--- config.mk ---
export PLATFORM = sky130hd
export DESIGN_NAME = wb_arbiter2
export DESIGN_NICKNAME = d
export VERILOG_FILES = /design/src/rtl/wb_arbiter2.sv
export SDC_FILE = /design/constraint.sdc
export NUM_CORES = 1
export LEC_CHECK = 0
export CAP_MARGIN = 20
export CORE_AREA = 4 4 121 123
export CTS_CLUSTER_SIZE = 12
export DETAILED_ROUTE_END_ITERATION = 8
export DIE_AREA = 0 0 125 127
export SLEW_MARGIN = 15
export SYNTH_ARGS = -nofsm -noshare
export SYNTH_HDL_FRONTEND = slang
export SYNTH_SLANG_ARGS = --single-unit
--- constraint.sdc ---
create_clock -name clk_i -period 5.7 [get_ports clk_i]
set_clock_uncertainty 0.05 [all_clocks]
set_input_delay 0.855 -clock clk_i [delete_from_list [all_inputs] [get_ports clk_i]]
set_output_delay 0.855 -clock clk_i [all_outputs]
set_load 0.02 [all_outputs]
--- src/rtl/wb_arbiter2.sv ---
// rtl/wb_arbiter2.sv - two-master Wishbone arbiter for a shared RAM slave; WB_ARBITER_RR_EN selects round-robin contention
module wb_arbiter2 (
  input  logic        clk_i,
  input  logic        rst_i,
  // master 0
  input  logic [31:0] m0_wb_dat_i,
  output logic [31:0] m0_wb_dat_o,
  input  logic [31:2] m0_wb_adr_i,
  input  logic        m0_wb_we_i,
  input  logic [3:0]  m0_wb_sel_i,
  input  logic        m0_wb_cyc_i,
  input  logic        m0_wb_stb_i,
  input  logic [2:0]  m0_wb_cti_i,
  output logic        m0_wb_ack_o,
  output logic        m0_wb_stall_o,
  // master 1
  input  logic [31:0] m1_wb_dat_i,
  output logic [31:0] m1_wb_dat_o,
  input  logic [31:2] m1_wb_adr_i,
  input  logic        m1_wb_we_i,
  input  logic [3:0]  m1_wb_sel_i,
  input  logic        m1_wb_cyc_i,
  input  logic        m1_wb_stb_i,
  input  logic [2:0]  m1_wb_cti_i,
  output logic        m1_wb_ack_o,
  output logic        m1_wb_stall_o,
  // shared slave
  output logic [31:0] s_wb_dat_o,
  output logic [31:2] s_wb_adr_o,
  output logic        s_wb_we_o,
  output logic [3:0]  s_wb_sel_o,
  output logic [2:0]  s_wb_cti_o,
  output logic        s_wb_cyc_o,
  output logic        s_wb_stb_o,
  input  logic [31:0] s_wb_dat_i,
  input  logic        s_wb_ack_i,
  input  logic        s_wb_stall_i
);

  localparam logic [1:0] ST_IDLE = 2'd0;
  localparam logic [1:0] ST_OWN0 = 2'd1;
  localparam logic [1:0] ST_OWN1 = 2'd2;

  logic [1:0] state_q, state_d;
  logic       last_owner_q, last_owner_d;
  logic       gnt0, gnt1;
  logic       both_pick1;

  // Which master wins when both request from IDLE
  always_comb begin
`ifdef WB_ARBITER_RR_EN
    both_pick1 = ~last_owner_q;
`else
    // fixed priority to master 0; last_owner is kept up to date but has no effect here
    both_pick1 = last_owner_q & 1'b0;
`endif
  end

  // Grant decode: owner keeps the bus while its cyc is high, releasing owner hands over in the same cycle
  always_comb begin
    gnt0 = 1'b0;
    gnt1 = 1'b0;
    case (state_q)
      ST_OWN0: begin
        if (!m0_wb_cyc_i && m1_wb_cyc_i) gnt1 = 1'b1;
        else                             gnt0 = 1'b1;
      end
      ST_OWN1: begin
        if (!m1_wb_cyc_i && m0_wb_cyc_i) gnt0 = 1'b1;
        else                             gnt1 = 1'b1;
      end
      default: ;
    endcase
  end

  // Next-state and last-owner tracking
  always_comb begin
    state_d      = state_q;
    last_owner_d = last_owner_q;
    case (state_q)
      ST_IDLE: begin
        if (m0_wb_cyc_i && m1_wb_cyc_i) state_d = both_pick1 ? ST_OWN1 : ST_OWN0;
        else if (m0_wb_cyc_i)           state_d = ST_OWN0;
        else if (m1_wb_cyc_i)           state_d = ST_OWN1;
      end
      ST_OWN0: begin
        if (gnt1)              state_d = ST_OWN1;
        else if (!m0_wb_cyc_i) state_d = ST_IDLE;
      end
      ST_OWN1: begin
        if (gnt0)              state_d = ST_OWN0;
        else if (!m1_wb_cyc_i) state_d = ST_IDLE;
      end
      default: state_d = ST_IDLE;
    endcase
    if (state_d == ST_OWN0 && state_q != ST_OWN0) last_owner_d = 1'b0;
    if (state_d == ST_OWN1 && state_q != ST_OWN1) last_owner_d = 1'b1;
  end

  // State registers; reset leaves master 1 as last owner so master 0 wins the first contention
  always_ff @(posedge clk_i or posedge rst_i) begin
    if (rst_i) begin
      state_q      <= ST_IDLE;
      last_owner_q <= 1'b1;
    end else begin
      state_q      <= state_d;
      last_owner_q <= last_owner_d;
    end
  end

  // Request mux toward the slave and unregistered response routing back to the granted master
  always_comb begin
    s_wb_dat_o    = m0_wb_dat_i;
    s_wb_adr_o    = m0_wb_adr_i;
    s_wb_we_o     = m0_wb_we_i;
    s_wb_sel_o    = m0_wb_sel_i;
    s_wb_cti_o    = m0_wb_cti_i;
    s_wb_cyc_o    = gnt0 & m0_wb_cyc_i;
    s_wb_stb_o    = gnt0 & m0_wb_stb_i;
    if (gnt1) begin
      s_wb_dat_o  = m1_wb_dat_i;
      s_wb_adr_o  = m1_wb_adr_i;
      s_wb_we_o   = m1_wb_we_i;
      s_wb_sel_o  = m1_wb_sel_i;
      s_wb_cti_o  = m1_wb_cti_i;
      s_wb_cyc_o  = m1_wb_cyc_i;
      s_wb_stb_o  = m1_wb_stb_i;
    end
    m0_wb_dat_o   = s_wb_dat_i;
    m1_wb_dat_o   = s_wb_dat_i;
    m0_wb_ack_o   = gnt0 & s_wb_ack_i;
    m1_wb_ack_o   = gnt1 & s_wb_ack_i;
    m0_wb_stall_o = ~gnt0 | s_wb_stall_i;
    m1_wb_stall_o = ~gnt1 | s_wb_stall_i;
  end

endmodule

==> results.md <==
- DRC: 0
- Synth warn: 0
- Top Registers: state_q x2
- Final min period: 4540 ps
- Setup Crit Path Kind: in2out
- Sink Count: 2
- Capturing element type of the critical path: output port
- Share of cells above drive strength 1: 0.234
- TritonCTS clock tree: yes
- Flop and latch count out of synthesis: 2
- Final core utilization: 0.291
- Static Leakage: 1.75 nW
- Initial DRC count: 65
- Worst r2r src: state_q[0]
- Post-DRT Antenna Nets: 0
- Commonest non-fill, non-tap cell in the layout: clkdlybuf4s50_1
- Pwr dens: 263 nW/um2
- WP data arrival: 3640 ps
- Post-DP HPWL: 7.92 mm
- VDD IR max: 0.000219 V
- Post-synth net total: 372
- Largest net degree at the start of global routing: 33
- Synth Area per Inst: 11.0 um2
- Die Height: 127 um
- Setup WS post-layout: 1160 ps
- Setup WS pre-CTS: 1130 ps
- # IOs: 320
- Largest register by flop count: state_q
- Vias: 1905
- Yosys cell types: 25
- Final period util: 0.797
- Status: complete, no violations
- Final setup vio count: 0
- Port bufs: 223
- Min-delay src: state_q[1]
- Max Cap Viol: 0
- Type of origin of the critical path: input pin
- RSZ-0062 raised after global routing: no
- Slew margin rel.: 0.693
- Crit path from: m0_wb_cyc_i
- Global route overflow: 0
- Hold Vio Cnt, Final: 0
- Max Root-Sink Buffers: 2
- Clock slew at reported path FFs: 30 ps
- Post-CTS sizing: 0
- Clock latency at the later pin of the worst-skew pair: 220 ps
- Vias per cell: 3.65
- Worst Tran Pin Value: 460 ps
- Hold Buf Count CTS: 0
- Area of the mapped netlist: 2060 um2
- WL final: 9.47 mm
- N_diodes: 0
- Clk root buf: clkbuf_16
- Die X-Extent: 125 um
- Power Total: 1.04 mW
- Row count: 43
- Fmax: 0.220 GHz
- Vias in the first global route: 2058
- Max reg flops: 2
- Area of the core: 13700 um2
- Final net count: 529
- Class of the worst hold path: reg2reg
- Die ar.: 15900 um2
- Post-synthesis sequential area ratio: 0.0242
- Total GRT Usage: 0.107
- Drt wl/cell: 18.1 um
- Synth-to-Final Area Change: 92.4%
- Syn Inst Count: 187
- Critical-path maximum fanout: 22
- Slew Limit Fails: 0
- Initial core utilization: 0.151
- First-pass GRT wire length: 13.5 mm
- Most frequent cells in the layout: clkdlybuf4s50_1 (223), mux2_4 (70), inv_1 (5), ha_1 (5)
- Postcts setup bufs: 0
- H-Tree Depth: 1
- Initial antenna violation count: 0
- WP data required: 4800 ps
- Drt first pass iters: 4
- Setup_tns: 0 ps
- TritonCTS Buffers: 3
- GPL Wtd Cong: 0.900
-- synthesized netlist by cell type (all sizes together) --
master,n,area (um2)
a21boi,2,15.0
a21oi,3,15.0
a22o,2,17.5
a2bb2oi,1,15.0
a31oi,1,6.26
and2,2,12.5
and2b,1,7.51
buf,73,652
dfrtp,2,50.1
ha,5,62.6
inv,5,18.8
mux2,72,1070
nand2,4,15.0
nand2b,6,52.6
nand3,1,5.00
nand3b,2,15.0
nand4,1,6.26
nor2,1,3.75
nor4,1,6.26
o2111ai,1,8.76
o22ai,1,6.26
-- critical path: stages --
cell and delay (ps):
clkdlybuf4s50_1 650, nand2b_4 210, a2bb2oi_2 170, nand2b_4 430
buf_4 410, mux2_4 340, clkdlybuf4s50_1 560
-- per-layer routing --
layer  global-route usage  vias to the layer above  part of all wire
li1                     -                      893                 -
met2                0.198                      117              0.51
met4              0.00957                        0            0.0029
met5                    0                        -                 0
met3               0.0360                        7             0.094
met1                0.126                      888              0.39
-- area by class of cell --
cell class | count | area [um2]
timing repair buffer | 225 | 2260
clock buffer | 3 | 75.1
fill | 1420 | 9690
inverter | 5 | 18.8
tap | 180 | 225
sequential | 2 | 50.0
multi-input combinational | 107 | 1340
-- report_power, final --
part	internal (mW)	leakage [nW]	switching, mW
combinational	0.513	1.69	0.399
sequential	0.0205	0.0256	0.00672
clock	0.0892	0.0370	0.0156
-- worst paths after layout --
check	end	slack [ps]	depth (start not counted)
max reg2reg	state_q[0]	3780	5
min	state_q[1]	520	1
max in group asynchronous	state_q[1]	4750	2
min reg2reg	state_q[1]	520	1
min in group asynchronous	state_q[0]	740	2
max	s_wb_adr_o[29]	1160	7
-- per-stage QoR --
step,area (um2),instances,hold WS [ps]
floorplan,2060,187,484
global placement,3900,519,507
detailed placement,3900,519,522
CTS,3970,522,528
global route,3970,522,546
finish,3970,522,519
-- kinds of logic after synthesis --
family                     share of synthesized area
DFF                                           0.0242
buffers and inverters                          0.325
AOI/OAI and AO/OA                             0.0406
adders and majority gates                     0.0303
and+or+nand+nor                               0.0600
muxes                                          0.520
Power figures use the tool's default switching activity.
